File: src/rtl/pwm_pkg.sv
// Shared types and defaults for the PWM output stage.
package pwm_pkg;

  localparam int DT_W_DEF = 4;

  typedef enum logic [2:0] {
    ST_OFF,
    ST_DT_RISE,
    ST_ON_H,
    ST_DT_FALL,
    ST_ON_L
  } state_t;

endpackage

File: src/rtl/pwm_deadtime_driver_deadtime_counter.sv
// Down-counter that times one dead-time gap; shared by the rising and falling gaps.
module deadtime_counter
  import pwm_pkg::*;
#(
  parameter int DT_W = DT_W_DEF
) (
  input  logic            clk,
  input  logic            rst,
  input  logic            load,
  input  logic [DT_W-1:0] load_val,
  output logic            done
);

  logic [DT_W-1:0] dt_cnt;

  // Stops at zero, so the maximum load value never wraps.
  always_ff @(posedge clk) begin
    if (rst) begin
      dt_cnt <= '0;
    end else if (load) begin
      dt_cnt <= load_val;
    end else if (dt_cnt != '0) begin
      dt_cnt <= dt_cnt - DT_W'(1);
    end
  end

  // A load supersedes any count in flight; a zero load finishes immediately.
  assign done = load ? (load_val == '0) : (dt_cnt == DT_W'(1));

endmodule

File: src/rtl/pwm_deadtime_driver.sv
// Complementary gate driver with programmable dead time and missed-duty-end detection.
module pwm_deadtime_driver
  import pwm_pkg::*;
#(
  parameter int DT_W = DT_W_DEF
) (
  input  logic            clk,
  input  logic            rst,
  input  logic            enable,
  input  logic            period_start,
  input  logic            duty_end,
  input  logic [DT_W-1:0] dead_time,
  output logic            pwm_h,
  output logic            pwm_l,
  output logic            active,
  output logic            miss_pulse
);

  state_t state_reg;
  state_t state_next;
  logic   load_rise;
  logic   load_fall;
  logic   dt_load;
  logic   dt_done;
  logic   pwm_h_next;
  logic   pwm_l_next;
  logic   active_next;
  logic   miss_next;

  // Kept apart from next-state decode so the counter's done never loops back into load.
  always_comb begin
    load_rise = 1'b0;
    load_fall = 1'b0;
    if (enable) begin
      case (state_reg)
        ST_OFF, ST_DT_FALL, ST_ON_L: load_rise = period_start;
        ST_DT_RISE:                  load_fall = duty_end;
        ST_ON_H:                     load_fall = duty_end & ~period_start;
        default:                     ;
      endcase
    end
  end

  assign dt_load = load_rise | load_fall;

  deadtime_counter #(
    .DT_W(DT_W)
  ) u_dt (
    .clk     (clk),
    .rst     (rst),
    .load    (dt_load),
    .load_val(dead_time),
    .done    (dt_done)
  );

  always_ff @(posedge clk) begin
    if (rst) begin
      state_reg  <= ST_OFF;
      pwm_h      <= 1'b0;
      pwm_l      <= 1'b0;
      active     <= 1'b0;
      miss_pulse <= 1'b0;
    end else begin
      state_reg  <= state_next;
      pwm_h      <= pwm_h_next;
      pwm_l      <= pwm_l_next;
      active     <= active_next;
      miss_pulse <= miss_next;
    end
  end

  always_comb begin
    state_next = state_reg;
    if (!enable) begin
      state_next = ST_OFF;
    end else if (load_rise) begin
      state_next = dt_done ? ST_ON_H : ST_DT_RISE;
    end else if (load_fall) begin
      state_next = dt_done ? ST_ON_L : ST_DT_FALL;
    end else if (state_reg == ST_DT_RISE && dt_done) begin
      state_next = ST_ON_H;
    end else if (state_reg == ST_DT_FALL && dt_done) begin
      state_next = ST_ON_L;
    end
  end

  // period_start while still high means the timer never ended the duty phase.
  always_comb begin
    pwm_h_next  = (state_next == ST_ON_H);
    pwm_l_next  = (state_next == ST_ON_L);
    active_next = (state_next != ST_OFF);
    miss_next   = enable & period_start & (state_reg == ST_ON_H);
  end

endmodule

File: config.mk
export PLATFORM = sky130hd
export DESIGN_NAME = pwm_deadtime_driver
export DESIGN_NICKNAME = d
export VERILOG_FILES = /design/src/rtl/pwm_pkg.sv /design/src/rtl/pwm_deadtime_driver_deadtime_counter.sv /design/src/rtl/pwm_deadtime_driver.sv
export SDC_FILE = /design/constraint.sdc
export NUM_CORES = 1
export LEC_CHECK = 0
export ABC_CLOCK_PERIOD_IN_PS = 1650
export BUFFER_PORTS_ARGS = -buffer_cell sky130_fd_sc_hd__buf_2
export CAP_MARGIN = 20
export CORE_MARGIN = 10
export CORE_UTILIZATION = 48
export DETAILED_ROUTE_END_ITERATION = 7
export PLACE_DENSITY_LB_ADDON = 0.2
export SKIP_LAST_GASP = 1
export SYNTH_ARGS = -nofsm -noshare
export SYNTH_HDL_FRONTEND = slang
export SYNTH_SLANG_ARGS = --single-unit
File: constraint.sdc
create_clock -name clk -period 1.65 [get_ports clk]
set_input_delay 0.165 -clock clk [delete_from_list [all_inputs] [get_ports clk]]
set_output_delay 0.165 -clock clk [all_outputs]
set_load 0.02 [all_outputs]
[Yosys cells after proc, flatten, opt, wreduce, memory -nomap -nowiden]
Index checks and enable logic that the tools add are counted.
Operators by class
  add/subtract/negate cells: 1
  equal/unequal tests: 7
  multiplexer cells: 14
  bitwise logic cells: 5
  reductions and logical operators: 8
Operator list (number)
  2-to-1 mux 3 bit: 6
  == test 3 x 2 -> 1 bit, second input constant: 3
  2-to-1 mux 4 bit: 2
  == test 3 bit, second input constant: 2
  == test 4 x 1 -> 1 bit, second input constant: 1
  logical NOT 4 bit: 1
  2-to-1 mux 1 bit: 4
  nonzero test 4 bit: 1
  subtractor 4 x 1 -> 4 bit, second input constant: 1
  bitwise AND 1 bit: 3
  == test 3 x 1 -> 1 bit, second input constant: 1
  logical NOT 3 bit: 1
  nonzero test 3 bit: 1
  OR reduction 3 bit: 1
  logical AND 1 bit: 2
  2-to-1 mux 2 bit: 1
  case mux 1 bit (2 select lines): 1
  nonzero test 2 bit: 1
  inverter 1 bit: 1
  bitwise OR 1 bit: 1
Storage, ports and cells
  bits in registers: 11
  output and inout port bits: 4

[Logic depth before layout (Yosys ltp)]
Gate-level depths: netlist of the first run.
  depth in word-level cells: 13
  depth in mapped cells: 7
  mapped depth without buffers: 7

[Modules after synthesis]
Synthesis of the first run repeated with hierarchy kept, for this count alone.
Second synthesis, totals
  cells, all modules: 86
  area total of the unflattened synthesis: 721.9 um^2
Modules (own cells, without submodules)
  pwm_deadtime_driver: times used 1, cells each 56, area each 465.4 um^2
  deadtime_counter: times used 1, cells each 30, area each 256.5 um^2

[Worst setup path before layout of the first run]
No wires, ideal clock.
  kind: register to register
  start point: reg state_reg[1]
  end point: reg pwm_l
  setup time: 0.116 ns
  arrival time: 1.600 ns
  slack: -0.066 ns
  stages on the path, launching flop included: 8
  buffers on the path: 2
  period minus slack after synthesis: 1.716 ns
  path through: dfxtp_1 buf_6 mux2_4 a221oi_2 or2b_1 buf_6 o21ai_4 o211a_1
On the way
  cells in the longest elaborated chain, start to end: 13
  elaborated cells on any way between the ends: 22
Ends and longest elaborated chain
  start, declared: line pwm_deadtime_driver.sv:19  | state_t state_reg;
  start signal, assigned: line pwm_deadtime_driver.sv:64  | state_reg <= state_next;
  == test 3 x 2 -> 1 bit (tied with other cells): line pwm_deadtime_driver.sv:35, pwm_deadtime_driver.sv:82
  OR reduction 3 bit: line pwm_deadtime_driver.sv:35  | case (state_reg)
  2-to-1 mux 1 bit: line pwm_deadtime_driver.sv:35
  2-to-1 mux 1 bit: line pwm_deadtime_driver.sv:34  | if (enable) begin
  bitwise OR 1 bit: line pwm_deadtime_driver.sv:44  | assign dt_load = load_rise | load_fall;
  2-to-1 mux 1 bit: line pwm_deadtime_driver_deadtime_counter.sv:28  | assign done = load ? (load_val == '0) : (dt_cnt == DT_W'(1));
  logical AND 1 bit: line pwm_deadtime_driver.sv:82  | end else if (state_reg == ST_DT_FALL && dt_done) begin
  2-to-1 mux 3 bit: line pwm_deadtime_driver.sv:82
  2-to-1 mux 3 bit: line pwm_deadtime_driver.sv:80  | end else if (state_reg == ST_DT_RISE && dt_done) begin
  2-to-1 mux 3 bit: line pwm_deadtime_driver.sv:78  | end else if (load_fall) begin
  2-to-1 mux 3 bit (*): line pwm_deadtime_driver.sv:76  | end else if (load_rise) begin
  2-to-1 mux 3 bit (*): line pwm_deadtime_driver.sv:74  | if (!enable) begin
  == test 3 bit (*): line pwm_deadtime_driver.sv:90  | pwm_l_next = (state_next == ST_ON_L);
  end signal, assigned: line pwm_deadtime_driver.sv:66  | pwm_l <= pwm_l_next;
  end, declared: line pwm_deadtime_driver.sv:14  | output logic pwm_l,
Mark *: on every way between the ends. The rest lies on a longest branch, timed or not.
A chain may end at the register's enable or synchronous reset.

[Worst setup path after layout of the first run]
  start point: reg u_dt.dt_cnt[1]
  end point: reg active
On the way
  cells in the longest elaborated chain, start to end: 9
  elaborated cells on any way between the ends: 12
Ends and longest elaborated chain
  start, declared: line pwm_deadtime_driver_deadtime_counter.sv:14  | logic [DT_W-1:0] dt_cnt;
  start signal, assigned: line pwm_deadtime_driver_deadtime_counter.sv:21  | dt_cnt <= load_val;
  start signal, assigned: line pwm_deadtime_driver_deadtime_counter.sv:23  | dt_cnt <= dt_cnt - DT_W'(1);
  == test 4 x 1 -> 1 bit (*): line pwm_deadtime_driver_deadtime_counter.sv:28
  2-to-1 mux 1 bit (*): line pwm_deadtime_driver_deadtime_counter.sv:28
  logical AND 1 bit: line pwm_deadtime_driver.sv:82
  2-to-1 mux 3 bit: line pwm_deadtime_driver.sv:82
  2-to-1 mux 3 bit: line pwm_deadtime_driver.sv:80
  2-to-1 mux 3 bit: line pwm_deadtime_driver.sv:78
  2-to-1 mux 3 bit (*): line pwm_deadtime_driver.sv:76
  2-to-1 mux 3 bit (*): line pwm_deadtime_driver.sv:74
  nonzero test 3 bit (*): line pwm_deadtime_driver.sv:91  | active_next = (state_next != ST_OFF);
  end signal, assigned: line pwm_deadtime_driver.sv:67  | active <= active_next;
  end, declared: line pwm_deadtime_driver.sv:15  | output logic active,
Marks and branches as above.

==> flow_metrics.env, run 1 <==
export IMPL_dr_pass1_iters=4
export IMPL_period_minus_slack_ps=1740
export IMPL_clk_pin_slew_ps=70
export IMPL_wl_um=2000
export IMPL_yosysSeqAreaShare=0.292
export IMPL_dr_first_iter_drc_count=12
export IMPL_cp_end_kind="register"
export IMPL_slew_viol_final=0
export IMPL_routed_via_density=5.63
export IMPL_postSynthAreaPerCell_um2=8.77
export IMPL_p_sw_mw=0.400
export IMPL_dp_cells=129
export IMPL_grtUsageTotal=0.116
export IMPL_slew_headroom=0.790
export IMPL_setup_viol=3
export IMPL_grt_overflow_total=0
export IMPL_ant_nets=0
export IMPL_violations="setup timing"
export IMPL_ir_drop_mv=0.922
export IMPL_grt_max_degree=9
export IMPL_htree_levels=1
export IMPL_hp_class="primary input to register"
export IMPL_num_vias=777
export IMPL_p_leak_nw=0.488
export IMPL_root_buffer="clkbuf_4"
export IMPL_clock_fmax_mhz=575
export IMPL_area_growth_pct=44.1
export IMPL_cts_hold_buffers_added=0
export IMPL_synth_top_flop_cell="dfxtp_1"
export IMPL_synthCells=86
export IMPL_internal_power_mw=0.744
export IMPL_design_area_um2=1090
export IMPL_drc=0
export IMPL_tritoncts="built"
export IMPL_crit_arrival_ps=1930
export IMPL_yosys_area_top_type="dfxtp_1"
export IMPL_critical_path_class="register to register"
export IMPL_hold_depth=2
export IMPL_synth_area_leaders="dfxtp_1 29%, ha_1 5.0%, nor2_1 5.0%, buf_6 4.5%, mux2i_1 4.0%"
export IMPL_cts_buffers=3
export IMPL_worst_slack_ps=-88.4
export IMPL_synth_cell_area_um2=754
export IMPL_worstRegToRegCells=7
export IMPL_critical_path_required_ps=1840
export IMPL_power_density_nw_per_um2=1050
export IMPL_p_clk_frac=0.161
export IMPL_clock_skew_ps=0.812
export IMPL_largest_reg_flops=4
export IMPL_netSwitchingFraction=0.350
export IMPL_outcome="finished, violations left"
export IMPL_synth_edf_count=0
export IMPL_final_common_cell="buf_4"
export IMPL_drive_gt1_frac=0.475
export IMPL_grt_pass1_wl_um=3280
export IMPL_place_gp_congestion=0.866
export IMPL_cts_buffer_depth=2
export IMPL_yosysWarnings=0
export IMPL_wire_per_inst_um=14.5
export IMPL_clock_latency_ps=270
export IMPL_p_comb_frac=0.531
export IMPL_die_area_um2=3560
export IMPL_hpwlAfterDp_um=1500
export IMPL_start_util=0.507
export IMPL_netlist_area_leader_share=0.292
export IMPL_core_um2=1490
export IMPL_grt_pass1_vias=750
export IMPL_worst_pin_slew_ps=314
export IMPL_synthArstFlopShare=0
export IMPL_drv_cap=0
export IMPL_fp_dieW_um=59.6
export IMPL_finalNonFillerCells=138
export IMPL_seq_power_share=0.308
export IMPL_syn_nets=98
export IMPL_num_rows=14
export IMPL_worstHoldStart="rst"
export IMPL_clock_sinks=11
export IMPL_port_buffers=12
export IMPL_startpoint_type="register"
export IMPL_r2r_start="u_dt.dt_cnt[1]$_SDFFE_PP0P_"
export IMPL_placed_area_um2=948
export IMPL_startpoint="u_dt.dt_cnt[1]$_SDFFE_PP0P_"
export IMPL_die_y_um=59.6
export IMPL_ys_seq_elements=11
export IMPL_path_max_fanout=2
export IMPL_synthDistinctLibCells=36
export IMPL_hold_viol=0
export IMPL_pin_count=13
export IMPL_fill_cells=105
export IMPL_fin_nets=135
export IMPL_rsz0062_at_grt="true"
export IMPL_timing_final_crit_share=1.05
export IMPL_antenna_cells=0
export IMPL_final_cell_mix="21 x buf_4, 12 x buf_2, 10 x nor2_1"
export IMPL_antenna_found_initial=0
-- logic make-up after synthesis --
group	Yosys count	synth area share
compound gates	19	0.209
xor+xnor	2	0.0232
fa+ha+maj	3	0.0498
buf+inv	8	0.0697
flops	11	0.292
mux	4	0.0597
simple gates	39	0.297
-- power by group through the flow --
| stage | registers, mW | clock network [mW] | logic [mW] |
|---|---|---|---|
| after floorplan | 0.357 | 0 | 0.315 |
| after global placement | 0.343 | 0 | 0.528 |
| after detailed placement | 0.342 | 0 | 0.552 |
| after CTS | 0.336 | 0.184 | 0.576 |
| after global routing | 0.357 | 0.202 | 0.675 |
| final | 0.352 | 0.184 | 0.608 |
-- worst max-delay path, stage by stage, from the launching register on --
cell and delay (ps):
dfxtp_2 330, inv_2 70, ha_4 120, or4b_4 470, nor3_4 210, a311oi_2 120
and2_1 160, o32ai_2 180
-- Yosys cell counts (3+ instances only) --
cell	number
buf_6	3
ha_1	3
nor2_1	10
a21oi_1	3
inv_1	5
nand2_1	5
nor3_1	5
mux2i_1	3
dfxtp_1	11
nor3b_1	3
-- cell type report --
type,instances,area [µm²],share of cell area
clock buffers,4,26.3,0.0242
inverters,5,18.8,0.0173
multi-input cells,67,553,0.509
flip-flops and latches,11,229,0.211
well taps,16,20.0,0.0184
repair buffers,35,240,0.221
-- worst paths after layout --
check,slack (ps),to
min,120,u_dt.dt_cnt[0]$_SDFFE_PP0P_
max,-90,active$_SDFF_PP0_
min reg2reg,530,miss_pulse$_SDFF_PP0_
max reg2reg,-90,active$_SDFF_PP0_
-- timing repair --
action | CTS | global route
setup buffers | 3 | 2
resized for setup | 6 | 14
pin swaps | 1 | 7
setup endpoints to repair | 10 | 10
-- routing by layer --
metal,global-route usage,vias up,part of all wire
met2,0.188,20,0.48
met4,0.0256,0,0.029
met3,0.0429,7,0.058
met1,0.140,357,0.43
li1,-,393,-
met5,0,-,0
-- stage by stage --
step | utilization | hold slack (ps) | TNS [ps] | setup slack (ps) | power [mW]
6_report | 0.730 | 115 | -173 | -88.4 | 1.14
5_1_grt | 0.730 | 142 | -576 | -184 | 1.23
4_1_cts | 0.685 | 136 | -140 | -78.9 | 1.10
3_5_place_dp | 0.637 | 421 | -1290 | -210 | 0.894
3_3_place_gp | 0.637 | 416 | -1170 | -206 | 0.871
2_1_floorplan | - | 237 | -93.0 | -31.7 | 0.672
Note: power is estimated with default switching activity, not from simulation.
==> run 2, diff against run 1 <==
--- a/config.mk
+++ b/config.mk
@@ -12,6 +12,7 @@
 export CORE_UTILIZATION = 48
 export DETAILED_ROUTE_END_ITERATION = 7
 export PLACE_DENSITY_LB_ADDON = 0.2
+export SKIP_CTS_REPAIR_TIMING = 1
 export SKIP_LAST_GASP = 1
 export SYNTH_ARGS = -nofsm -noshare
 export SYNTH_HDL_FRONTEND = slang
==> run 2 against run 1 <==
The run still ends with setup timing left; highest routed layer is now met3; wire length increased by 4.2%; maximum frequency increased by 0.91%; die area unchanged; clock power decreased by 3%; count of clock-buffer cells in the layout unchanged.
==> flow_metrics.env, run 2 (synthesis results as in run 1) <==
export IMPL_outcome="finished, violations left"
export IMPL_violations="setup timing"
export IMPL_critical_path_required_ps=1830
export IMPL_critPathMaxStageDelay_ps=360
export IMPL_clock_latency_ps=270
export IMPL_cp_end_kind="register"
export IMPL_grtUsageTotal=0.114
export IMPL_grt_pass1_vias=753
export IMPL_r2r_start="state_reg[0]$_SDFF_PP0_"
export IMPL_slew_viol_final=0
export IMPL_timing_final_crit_share=1.04
export IMPL_ant_nets=0
export IMPL_fp_dieW_um=59.6
export IMPL_worstRegToRegCells=5
export IMPL_tritoncts="built"
export IMPL_place_gp_congestion=0.866
export IMPL_die_area_um2=3560
export IMPL_wire_per_inst_um=15.1
export IMPL_worst_slack_ps=-72.8
export IMPL_setup_tns_final_ps=-177
export IMPL_largest_reg_flops=4
export IMPL_fin_nets=135
export IMPL_die_y_um=59.6
export IMPL_grt_max_degree=12
export IMPL_start_util=0.507
export IMPL_path_max_fanout=10
export IMPL_setup_viol=4
export IMPL_area_growth_pct=43.9
export IMPL_antenna_cells=0
export IMPL_routed_via_density=5.62
export IMPL_cts_buffer_depth=2
export IMPL_placed_area_um2=948
export IMPL_clk_pin_slew_ps=70
export IMPL_cts_buffers=3
export IMPL_holdPathEnd="u_dt.dt_cnt[0]$_SDFFE_PP0P_"
export IMPL_rsz0062_at_grt="true"
export IMPL_crit_arrival_ps=1900
export IMPL_drive_gt1_frac=0.484
export IMPL_slew_headroom=0.790
export IMPL_pin_count=13
export IMPL_grt_pass1_wl_um=3220
export IMPL_crit_chain="and4bb_1 -> a221oi_4 -> or2b_4 -> or3b_1 -> a311oi_1"
export IMPL_worstHoldStart="rst"
export IMPL_startpoint_type="register"
export IMPL_grt_overflow_total=0
export IMPL_core_um2=1490
export IMPL_hp_class="primary input to register"
export IMPL_hold_viol=0
export IMPL_clock_skew_ps=4.44
export IMPL_dr_pass1_iters=4
export IMPL_critical_path_class="register to register"
export IMPL_dr_first_iter_drc_count=14
export IMPL_final_cell_mix="23 x buf_4, 12 x buf_2, 9 x nor2_1"
export IMPL_num_vias=776
export IMPL_wl_um=2090
export IMPL_root_buffer="clkbuf_4"
export IMPL_num_rows=14
export IMPL_ir_drop_mv=0.862
export IMPL_design_area_um2=1090
export IMPL_hpwlAfterDp_um=1500
export IMPL_clock_sinks=11
export IMPL_worst_pin_slew_ps=315
export IMPL_htree_levels=1
export IMPL_port_buffers=12
export IMPL_slowest_stage="or3b_1"
export IMPL_rrSetupSlack_ps=-70
export IMPL_rr_endpoint="pwm_h$_SDFF_PP0_"
export IMPL_p_leak_nw=0.485
export IMPL_dp_cells=129
export IMPL_power_density_nw_per_um2=1050
export IMPL_period_minus_slack_ps=1720
export IMPL_fill_cells=100
export IMPL_clock_fmax_mhz=580
export IMPL_drv_cap=0
export IMPL_finalNonFillerCells=138
export IMPL_antenna_found_initial=0
export IMPL_final_common_cell="buf_4"
export IMPL_hold_depth=2
export IMPL_drc=0
-- run 2: cell counts in the layout (fill, tap and decap cells not counted) --
Identical to the previous run, type by type.
-- run 2: worst max path at each step --
stage / end / slack (ps) / start
floorplan: pwm_l$_SDFF_PP0_ / -30 / state_reg[1]$_SDFF_PP0_
global placement: pwm_h$_SDFF_PP0_ / -210 / state_reg[0]$_SDFF_PP0_
detailed placement: pwm_h$_SDFF_PP0_ / -210 / state_reg[0]$_SDFF_PP0_
CTS: pwm_h$_SDFF_PP0_ / -230 / state_reg[0]$_SDFF_PP0_
global route: active$_SDFF_PP0_ / -170 / u_dt.dt_cnt[1]$_SDFFE_PP0P_
finish: pwm_h$_SDFF_PP0_ / -70 / state_reg[0]$_SDFF_PP0_
-- run 2: per-layer routing --
| layer | track usage | part of all wire |
|---|---|---|
| met1 | 0.134 | 0.44 |
| met2 | 0.182 | 0.50 |
| met3 | 0.0515 | 0.069 |
| met4 | 0.0288 | 0 |
| met5 | 0 | 0 |
-- run 2: where the power goes --
group | switching, mW | leakage, nW | internal, mW
clock network | 0.0856 | 0.0150 | 0.0936
logic | 0.281 | 0.378 | 0.330
registers | 0.0353 | 0.0917 | 0.317
total | 0.402 | 0.485 | 0.741
-- run 2: area by class of cell --
cell class	instances	area, µm²	area share
repair buffers	35	233	0.214
inverters	5	18.8	0.0173
multi-input cells	67	561	0.516
clock buffers	4	26.3	0.0242
flip-flops and latches	11	228	0.210
well taps	16	20.0	0.0184
-- run 2: critical path: cells and delay by family (launching register included) --
| family | cells | cell delay (ps) |
|---|---|---|
| flops | 1 | 330 |
| simple gates | 3 | 990 |
| compound gates | 2 | 300 |
-- run 2: metrics by stage --
stage                util  power, mW  hold WS [ps]  setup slack, ps
CTS                 0.655       1.07           136             -234
global route        0.729       1.22           152             -169
global placement    0.637      0.871           416             -206
detailed placement  0.637      0.894           421             -210
finish              0.729       1.14           138            -72.8
floorplan               -      0.672           237            -31.7
